**config.mk**
```make
export PLATFORM = sky130hd
export DESIGN_NAME = rib_xbar
export DESIGN_NICKNAME = d
export VERILOG_FILES = /design/src/rtl/rib_xbar_pkg.sv /design/src/rtl/rib_xbar_arb.sv /design/src/rtl/rib_xbar.sv
export SDC_FILE = /design/constraint.sdc
export NUM_CORES = 1
export LEC_CHECK = 0
export ABC_AREA = 0
export BUFFER_PORTS_ARGS = -buffer_cell sky130_fd_sc_hd__buf_2
export CORE_AREA = 10 10 376 378
export CTS_CLUSTER_SIZE = 10
export DETAILED_ROUTE_END_ITERATION = 8
export DIE_AREA = 0 0 386 388
export GPL_TIMING_DRIVEN = 0
export PLACE_DENSITY = 0.3
export SLEW_MARGIN = 20
export SYNTH_ARGS = -nofsm -noshare
export SYNTH_HDL_FRONTEND = slang
export SYNTH_HIERARCHICAL = 1
export SYNTH_SLANG_ARGS = --single-unit
```
**constraint.sdc**
```tcl
create_clock -name clk -period 5.05 [get_ports clk]
set_input_delay 0.7575 -clock clk [delete_from_list [all_inputs] [get_ports clk]]
set_output_delay 0.7575 -clock clk [all_outputs]
set_load 0.005 [all_outputs]
```
**src/rtl/rib_xbar_pkg.sv**
```systemverilog
// rib_xbar_pkg
// Shared definitions for the RIB interconnect: default slave-select width,
// default fetch (park) master index, a zero bus word and small helpers for
// one-hot vectors and index widths.
// No ports; imported by rib_xbar and rib_xbar_arb.
package rib_xbar_pkg;

    localparam int RIB_SEL_BITS = 4;
    localparam int RIB_FETCH_M  = 1;
    localparam int MAX_M        = 8;

    localparam logic [31:0] ZeroWord = 32'h0000_0000;

    // One-hot vector with bit idx set, sized for the largest master count.
    function automatic logic [MAX_M-1:0] onehotIdx(input int unsigned idx);
        logic [MAX_M-1:0] v;
        v = '0;
        v[idx[2:0]] = 1'b1;
        return v;
    endfunction

    // Width of an index able to address n items (at least one bit).
    function automatic int unsigned idxWidth(input int unsigned n);
        return (n > 1) ? $clog2(n) : 1;
    endfunction

endpackage

```
**src/rtl/rib_xbar_arb.sv**
```systemverilog
// rib_xbar_arb
// Purely combinational arbiter for the RIB interconnect. The fetch master is
// never eligible here: it only ever gets the bus by parking.
// Ports:
//   req_i     in   NUM_M  master request vector
//   ptr_i     in   IW     round-robin pointer (index of the last winner)
//   rr_i      in   1      0: fixed priority, highest index wins; 1: round-robin
//   winner_o  out  IW     index of the winning master
//   valid_o   out  1      at least one eligible (non-fetch) request
module rib_xbar_arb #(
    parameter int NUM_M   = 4,
    parameter int IW      = 2,
    parameter int FETCH_M = 1
) (
    input  logic [NUM_M-1:0] req_i,
    input  logic [IW-1:0]    ptr_i,
    input  logic             rr_i,
    output logic [IW-1:0]    winner_o,
    output logic             valid_o
);

    logic [NUM_M-1:0] eligible;

    // Both loops rely on "last assignment wins". The fixed-priority loop walks
    // upward so the highest index survives. The round-robin loop walks from the
    // farthest offset back toward ptr+1, so the first eligible master after the
    // pointer survives.
    always_comb begin
        eligible          = req_i;
        eligible[FETCH_M] = 1'b0;
        valid_o           = |eligible;
        winner_o          = '0;
        if (rr_i) begin
            for (int k = NUM_M; k >= 1; k--) begin
                if (eligible[(int'(ptr_i) + k) % NUM_M]) begin
                    winner_o = IW'((int'(ptr_i) + k) % NUM_M);
                end
            end
        end else begin
            for (int i = 0; i < NUM_M; i++) begin
                if (eligible[i]) begin
                    winner_o = IW'(i);
                end
            end
        end
    end

endmodule

```
**src/rtl/rib_xbar.sv**
```systemverilog
// rib_xbar
// RIB bus interconnect: NUM_M masters to NUM_S slaves with a registered,
// locking grant. The fetch master parks on the bus when nobody else wants it.
// hold_flag_o stalls the core while a non-fetch master owns or requests the bus.
// Optional feature macro: RIB_DECERR_EN (adds dec_err_o / err_addr_o).
// Ports:
//   clk, rst      clock, synchronous active-high reset
//   m_addr_i      NUM_M*AW  master addresses (master k at [k*AW +: AW])
//   m_data_i      NUM_M*DW  master write data
//   m_data_o      NUM_M*DW  read data; only the owner gets non-zero data
//   m_req_i       NUM_M     master requests
//   m_we_i        NUM_M     master write enables
//   m_gnt_o       NUM_M     one-hot current owner
//   s_addr_o      NUM_S*AW  slave addresses (only the selected slave is non-zero)
//   s_data_o      NUM_S*DW  slave write data
//   s_data_i      NUM_S*DW  slave read data
//   s_we_o        NUM_S     slave write enables
//   hold_flag_o   1         pipeline hold to the core
//   dec_err_o     1         (RIB_DECERR_EN) registered pulse after an unmapped access
//   err_addr_o    AW        (RIB_DECERR_EN) address of the last unmapped access
module rib_xbar
    import rib_xbar_pkg::*;
#(
    parameter int NUM_M    = 4,
    parameter int NUM_S    = 6,
    parameter int AW       = 32,
    parameter int DW       = 32,
    parameter int SEL_BITS = RIB_SEL_BITS,
    parameter int FETCH_M  = RIB_FETCH_M,
    parameter int ARB_RR   = 0
) (
    input  logic                clk,
    input  logic                rst,
    input  logic [NUM_M*AW-1:0] m_addr_i,
    input  logic [NUM_M*DW-1:0] m_data_i,
    output logic [NUM_M*DW-1:0] m_data_o,
    input  logic [NUM_M-1:0]    m_req_i,
    input  logic [NUM_M-1:0]    m_we_i,
    output logic [NUM_M-1:0]    m_gnt_o,
    output logic [NUM_S*AW-1:0] s_addr_o,
    output logic [NUM_S*DW-1:0] s_data_o,
    input  logic [NUM_S*DW-1:0] s_data_i,
    output logic [NUM_S-1:0]    s_we_o,
    output logic                hold_flag_o
`ifdef RIB_DECERR_EN
    ,
    output logic                dec_err_o,
    output logic [AW-1:0]       err_addr_o
`endif
);

    localparam int                IW         = idxWidth(NUM_M);
    localparam logic [IW-1:0]     FetchIdx   = IW'(FETCH_M);
    localparam logic [MAX_M-1:0]  FetchOhAll = onehotIdx(FETCH_M);
    localparam logic [NUM_M-1:0]  FetchOh    = FetchOhAll[NUM_M-1:0];

    logic [IW-1:0]       owner_q, owner_d;
    logic [IW-1:0]       rrPtr_q, rrPtr_d;
    logic [IW-1:0]       arbWinner;
    logic                arbValid;
    logic                ownerIsFetch;
    logic [AW-1:0]       ownerAddr;
    logic [DW-1:0]       ownerData;
    logic                ownerWe;
    logic                ownerReq;
    logic [SEL_BITS-1:0] sel;
    logic                selMapped;

    rib_xbar_arb #(
        .NUM_M   (NUM_M),
        .IW      (IW),
        .FETCH_M (FETCH_M)
    ) u_arb (
        .req_i    (m_req_i),
        .ptr_i    (rrPtr_q),
        .rr_i     (ARB_RR != 0),
        .winner_o (arbWinner),
        .valid_o  (arbValid)
    );

    // Decode the owner's request and slave select. The parked fetch master is
    // treated as always requesting so the core can fetch without a handshake.
    always_comb begin
        ownerIsFetch = (owner_q == FetchIdx);
        ownerAddr    = m_addr_i[int'(owner_q)*AW +: AW];
        ownerData    = m_data_i[int'(owner_q)*DW +: DW];
        ownerWe      = m_we_i[owner_q];
        ownerReq     = ownerIsFetch ? 1'b1 : m_req_i[owner_q];
        sel          = ownerAddr[AW-1 -: SEL_BITS];
        selMapped    = ({1'b0, sel} < (SEL_BITS+1)'(NUM_S));
    end

    // Next owner: a non-fetch owner keeps the bus while it keeps requesting.
    // Otherwise the arbiter picks among the other requesters, and with none the
    // bus parks on the fetch master. The round-robin pointer only moves on a
    // fresh grant, so a long locked transfer does not disturb rotation.
    always_comb begin
        owner_d = owner_q;
        rrPtr_d = rrPtr_q;
        if (!ownerIsFetch && m_req_i[owner_q]) begin
            owner_d = owner_q;
        end else if (arbValid) begin
            owner_d = arbWinner;
            rrPtr_d = arbWinner;
        end else begin
            owner_d = FetchIdx;
        end
    end

    // Ownership state. Reset drops any lock and parks the bus on fetch.
    always_ff @(posedge clk) begin
        if (rst) begin
            owner_q <= FetchIdx;
            rrPtr_q <= '0;
        end else begin
            owner_q <= owner_d;
            rrPtr_q <= rrPtr_d;
        end
    end

    // Route the owner to the selected slave and the read data back to the
    // owner only. Unmapped selects reach no slave and read back zero. Writes
    // are also blocked while reset is high so a reset mid-transfer cannot
    // leave a stray strobe on a slave.
    always_comb begin
        s_addr_o = '0;
        s_data_o = '0;
        s_we_o   = '0;
        m_data_o = '0;
        if (selMapped) begin
            s_addr_o[int'(sel)*AW +: AW]     = ownerAddr;
            s_data_o[int'(sel)*DW +: DW]     = ownerData;
            s_we_o[sel]                      = ownerWe & ownerReq & ~rst;
            m_data_o[int'(owner_q)*DW +: DW] = s_data_i[int'(sel)*DW +: DW];
        end
    end

    // Grant mirrors the registered owner. The hold flag goes up as soon as a
    // non-fetch master asks, a cycle before it actually owns the bus.
    always_comb begin
        m_gnt_o          = '0;
        m_gnt_o[owner_q] = 1'b1;
        hold_flag_o      = !ownerIsFetch || (|(m_req_i & ~FetchOh));
    end

`ifdef RIB_DECERR_EN
    logic          decErr_q;
    logic [AW-1:0] errAddr_q;

    // Unmapped-access capture. The pulse is registered and appears the cycle
    // after the access. The address is held until the next error.
    always_ff @(posedge clk) begin
        if (rst) begin
            decErr_q  <= 1'b0;
            errAddr_q <= '0;
        end else begin
            decErr_q <= ownerReq & ~selMapped;
            if (ownerReq && !selMapped) begin
                errAddr_q <= ownerAddr;
            end
        end
    end

    assign dec_err_o  = decErr_q;
    assign err_addr_o = errAddr_q;
`endif

endmodule
```
==> qor.log <==
INFO  power_and_ir_drop total_switching_power=0.002177W
INFO  synth          synthesized_area=8630µm²
INFO  synth          synth_top_cell_area_share=0.1801
INFO  cells_and_area layout-drive-gt1-share=0.6064
INFO  worst_setup_path most_used_cell_along_the_critical_path=sky130_fd_sc_hd__buf_2
INFO  cells_and_area area.growth.synth_to_final=91.13%
INFO  power_and_ir_drop power.static_leakage=7.492nW
INFO  cts            cts-root-buf=sky130_fd_sc_hd__clkbuf_16
INFO  cts            cts.htree.levels=1
INFO  cts            clock_insertion_delay_worst_skew=0.23ns
INFO  drt            first_iter_violations=957
INFO  synth          yosysTopAreaCell=sky130_fd_sc_hd__mux4_2
INFO  grt            gr-total-overflow=0
INFO  grt            first_pass_grt_wire_length=168,800µm
INFO  timing         maxClockFrequency=202.2MHz
INFO  die            io_pins=981
INFO  cts            numClockSinks=4
INFO  grt            first_global_vias=15,540
INFO  timing         final_hold_viol_count=0
INFO  drt            drt_pre_antenna_iters=5
INFO  power_and_ir_drop design_power_total=0.003174W
INFO  worst_setup_path wp_buf_inv=6
INFO  worst_setup_path cpMaxStageDelayCell=sky130_fd_sc_hd__o21ai_0
INFO  timing         maxSlewHeadroom=0.1271
INFO  synth          yosys_warnings=6
INFO  die            die_x=386µm
INFO  drt            antenna_violating_nets_left=0
INFO  cts            cts.reportedPaths.clkPinSlew=0.03ns
INFO  worst_setup_path critical-path-top-delay-family=buffers and inverters
INFO  power_and_ir_drop sequential_share_of_power=0.014
INFO  drt            drcViolationCount=0
INFO  worst_setup_path critPathLaunchType=primary input
INFO  placed_design  place_congestion=0.9117
INFO  worst_setup_path timing.critical_path.cells=buf_2, mux4_2, buf_2, inv_1, ha_4, clkinv_4, clkbuf_1, o21ai_0, nor3_2, buf_2
INFO  timing         setup-violations-final=0
INFO  cts            clockBufferDepth=2
INFO  power_and_ir_drop ir_worst_vdd=0.07639mV
INFO  die            rows=134
INFO  timing         fin_skew=0.001682ns
INFO  grt            grt_max_degree=21
INFO  placed_design  post-dp-hpwl=123,700µm
INFO  job            max_cap_viol_count=0
INFO  worst_setup_path critical_path.endpoint_type=primary output
INFO  synth          syn_avg_cell_area=7.319µm²
INFO  synth          synth_enable_flop_cells=0
INFO  synth          synth.distinct_cells=60
INFO  drt            detail_route.vias_per_cell=3.855
INFO  worst_setup_path setup.worst_path.class=primary input to primary output
INFO  timing         period_share=0.9793
INFO  power_and_ir_drop pwr_density_cell=192.4nW/µm²
INFO  grt            antenna_found_initial=80
INFO  cts            cts_made_buffers=3
INFO  power_and_ir_drop power_report.internal_total=0.0009964W
INFO  worst_setup_path critical_path_peak_fanout=10
INFO  timing         grt_setup_unrepaired=false
INFO  worst_setup_path cpPeakStageDelay=1.05ns
INFO  grt            globalRouteTotalUtil=0.1689
INFO  die            floorplan.die_area=149,800µm²
INFO  synth          synth_async_sr_flop_share=0
INFO  drt            routed_wire_length_per_instance=34.15µm
INFO  timing         worst_pin_slew=1.296ns
INFO  timing         final_min_period=4.946ns
INFO  placed_design  postPlaceCellArea=15,790µm²
INFO  synth          synth.yosys.seq_area_share=0.009279
INFO  worst_setup_path cp_data_required_time=4.29ns
INFO  power_and_ir_drop power.share.combinational=0.947
INFO  die            chipHeight=388µm
INFO  die            placeable_area=133,300µm²
INFO  drt            route.final.wire_length=135,600µm
INFO  worst_setup_path cp_data_arrival_time=4.19ns
INFO  cts            cts_tree=done
INFO  worst_hold_path hold_path_class=register to register
INFO  cells_and_area numnets_final=2,646
INFO  power_and_ir_drop power.clock.fraction=0.039
INFO  synth          ys_dominant_reg_cell=sky130_fd_sc_hd__dfxtp_1
INFO  cts            hold_buffers=0
INFO  drt            vias=15,300
INFO  status         result_of_the_run=finished, final reports clean
INFO  synth          synth-seq-cells=4
INFO  timing         slew_violations=0
INFO  synth          synthCells=1,179
INFO  placed_design  placement.io_buffers=969
INFO  synth          synthTopCellsByArea=sky130_fd_sc_hd__mux4_2, sky130_fd_sc_hd__nor3_1, sky130_fd_sc_hd__clkbuf_1
INFO  cells_and_area final_cell_area=16,490µm²
INFO  power_and_ir_drop swShare=0.6861
INFO  die            initial_utilization=0.06474
## layout make-up
cell class,count,area (µm²)
multi-input cells,975,7950
clock buffers,3,75.07
fillers,15750,116800
well taps,1768,2212
inverters,28,115.1
flip-flops and latches,4,85.08
repair buffers,981,5017
diodes,29,72.57
plain buffers,181,965.9
## synthesized netlist by cell type, types with 6 or more instances
master	instances
sky130_fd_sc_hd__nor2_1	85
sky130_fd_sc_hd__nor4_1	56
sky130_fd_sc_hd__clkbuf_1	107
sky130_fd_sc_hd__mux2i_1	38
sky130_fd_sc_hd__mux4_2	69
sky130_fd_sc_hd__o21ba_2	31
sky130_fd_sc_hd__o221ai_1	31
sky130_fd_sc_hd__o21ai_0	61
sky130_fd_sc_hd__or4b_1	31
sky130_fd_sc_hd__nor4_2	20
sky130_fd_sc_hd__buf_4	18
sky130_fd_sc_hd__nor3_1	280
sky130_fd_sc_hd__a2111oi_0	9
sky130_fd_sc_hd__nor3_2	29
sky130_fd_sc_hd__buf_6	11
sky130_fd_sc_hd__a21oi_1	6
sky130_fd_sc_hd__and2_1	61
sky130_fd_sc_hd__nand2b_1	7
sky130_fd_sc_hd__o211ai_1	44
sky130_fd_sc_hd__a2111oi_2	7
sky130_fd_sc_hd__ha_1	14
sky130_fd_sc_hd__nand2_1	6
sky130_fd_sc_hd__buf_2	45
sky130_fd_sc_hd__inv_1	25
sky130_fd_sc_hd__a31o_2	31
## through the flow
stage	instances	hold WS (ns)	setup slack (ns)	utilization	TNS, ns
3_5_place_dp	3931	0.5131	-1.940	0.1185	-421.75
6_report	3969	0.5187	0.1045	0.1237	0
4_1_cts	3937	0.5204	0.01782	0.1223	0
5_1_grt	3952	0.5545	0.0007931	0.1234	0
2_1_floorplan	1191	0.4747	0.9885	-	0
3_3_place_gp	3928	0.5139	-2.611	0.1181	-513.80
## worst min-delay path, stage by stage (launching register included)
cell and delay (ns):
sky130_fd_sc_hd__dfxtp_1 0.33, sky130_fd_sc_hd__mux2i_1 0.07, sky130_fd_sc_hd__nor2_1 0.08
## path summary, 6_finish.rpt
| check | slack (ns) | from | end | cells after the start |
|---|---|---|---|---|
| setup reg to reg | 2.96 | owner_q[1] | rrPtr_q[1] | 6 |
| hold reg to reg | 0.52 | rrPtr_q[0] | rrPtr_q[0] | 2 |
| hold / removal | 0.52 | rrPtr_q[0] | rrPtr_q[0] | 2 |
| setup / recovery | 0.10 | m_addr_i[92] | s_addr_o[117] | 10 |
## sequential cells by signal, indices dropped and copies added, names as in the netlist
signal	cells
owner_q	2
rrPtr_q	2
## per-layer routing
layer / global-route usage / vias to the layer above / routed length, µm
met5: 0 / - / 100
met4: 0.03992 / 14 / 3737
met3: 0.03427 / 162 / 9893
met2: 0.3331 / 933 / 74460
met1: 0.1788 / 7573 / 47370
li1: - / 6620 / -
## layout by cell type (no fill, tap or decap), types with 13 or more instances in the layout
cell and instances:
sky130_fd_sc_hd__diode_2 29, sky130_fd_sc_hd__nor3_2 36, sky130_fd_sc_hd__conb_1 13, sky130_fd_sc_hd__a2111oi_2 13, sky130_fd_sc_hd__mux4_2 69, sky130_fd_sc_hd__nor3_1 265, sky130_fd_sc_hd__nor2_1 82, sky130_fd_sc_hd__buf_4 44
sky130_fd_sc_hd__o21ai_1 15, sky130_fd_sc_hd__clkbuf_1 89, sky130_fd_sc_hd__or4b_1 31, sky130_fd_sc_hd__mux2i_1 38, sky130_fd_sc_hd__o21ba_2 31, sky130_fd_sc_hd__nor4_2 15, sky130_fd_sc_hd__o211ai_1 44, sky130_fd_sc_hd__nor4_1 53
sky130_fd_sc_hd__o21ai_0 46, sky130_fd_sc_hd__o221ai_1 31, sky130_fd_sc_hd__inv_1 25, sky130_fd_sc_hd__buf_2 994, sky130_fd_sc_hd__a31o_2 31, sky130_fd_sc_hd__and2_1 61
## cell families after synthesis
family / Yosys count / share of synthesized area
and+or+nand+nor: 602 / 0.4122
AOI/OAI and AO/OA: 234 / 0.2113
buffers and inverters: 212 / 0.1161
muxes: 111 / 0.2294
adders and majority gates: 14 / 0.02030
DFF: 4 / 0.009280
other: 1 / 0.0004346
xor gates and xnor gates: 1 / 0.001015
## power groups by stage
stage               Clock [W]  Combinational (W)  Sequential (W)
floorplan                   0            0.00138       0.0000406
global placement            0            0.00292       0.0000437
detailed placement          0            0.00293       0.0000434
CTS                  0.000126            0.00304       0.0000435
global route         0.000127            0.00318       0.0000431
finish               0.000125            0.00301       0.0000430
## what timing repair did
item | 4_1_cts | 5_1_grt
pin swaps | 5 | 1
gates resized for setup | 99 | 27
setup buffers | 6 | 3
setup endpoints to repair | 396 | 106
Power figures use the tool's default switching activity.
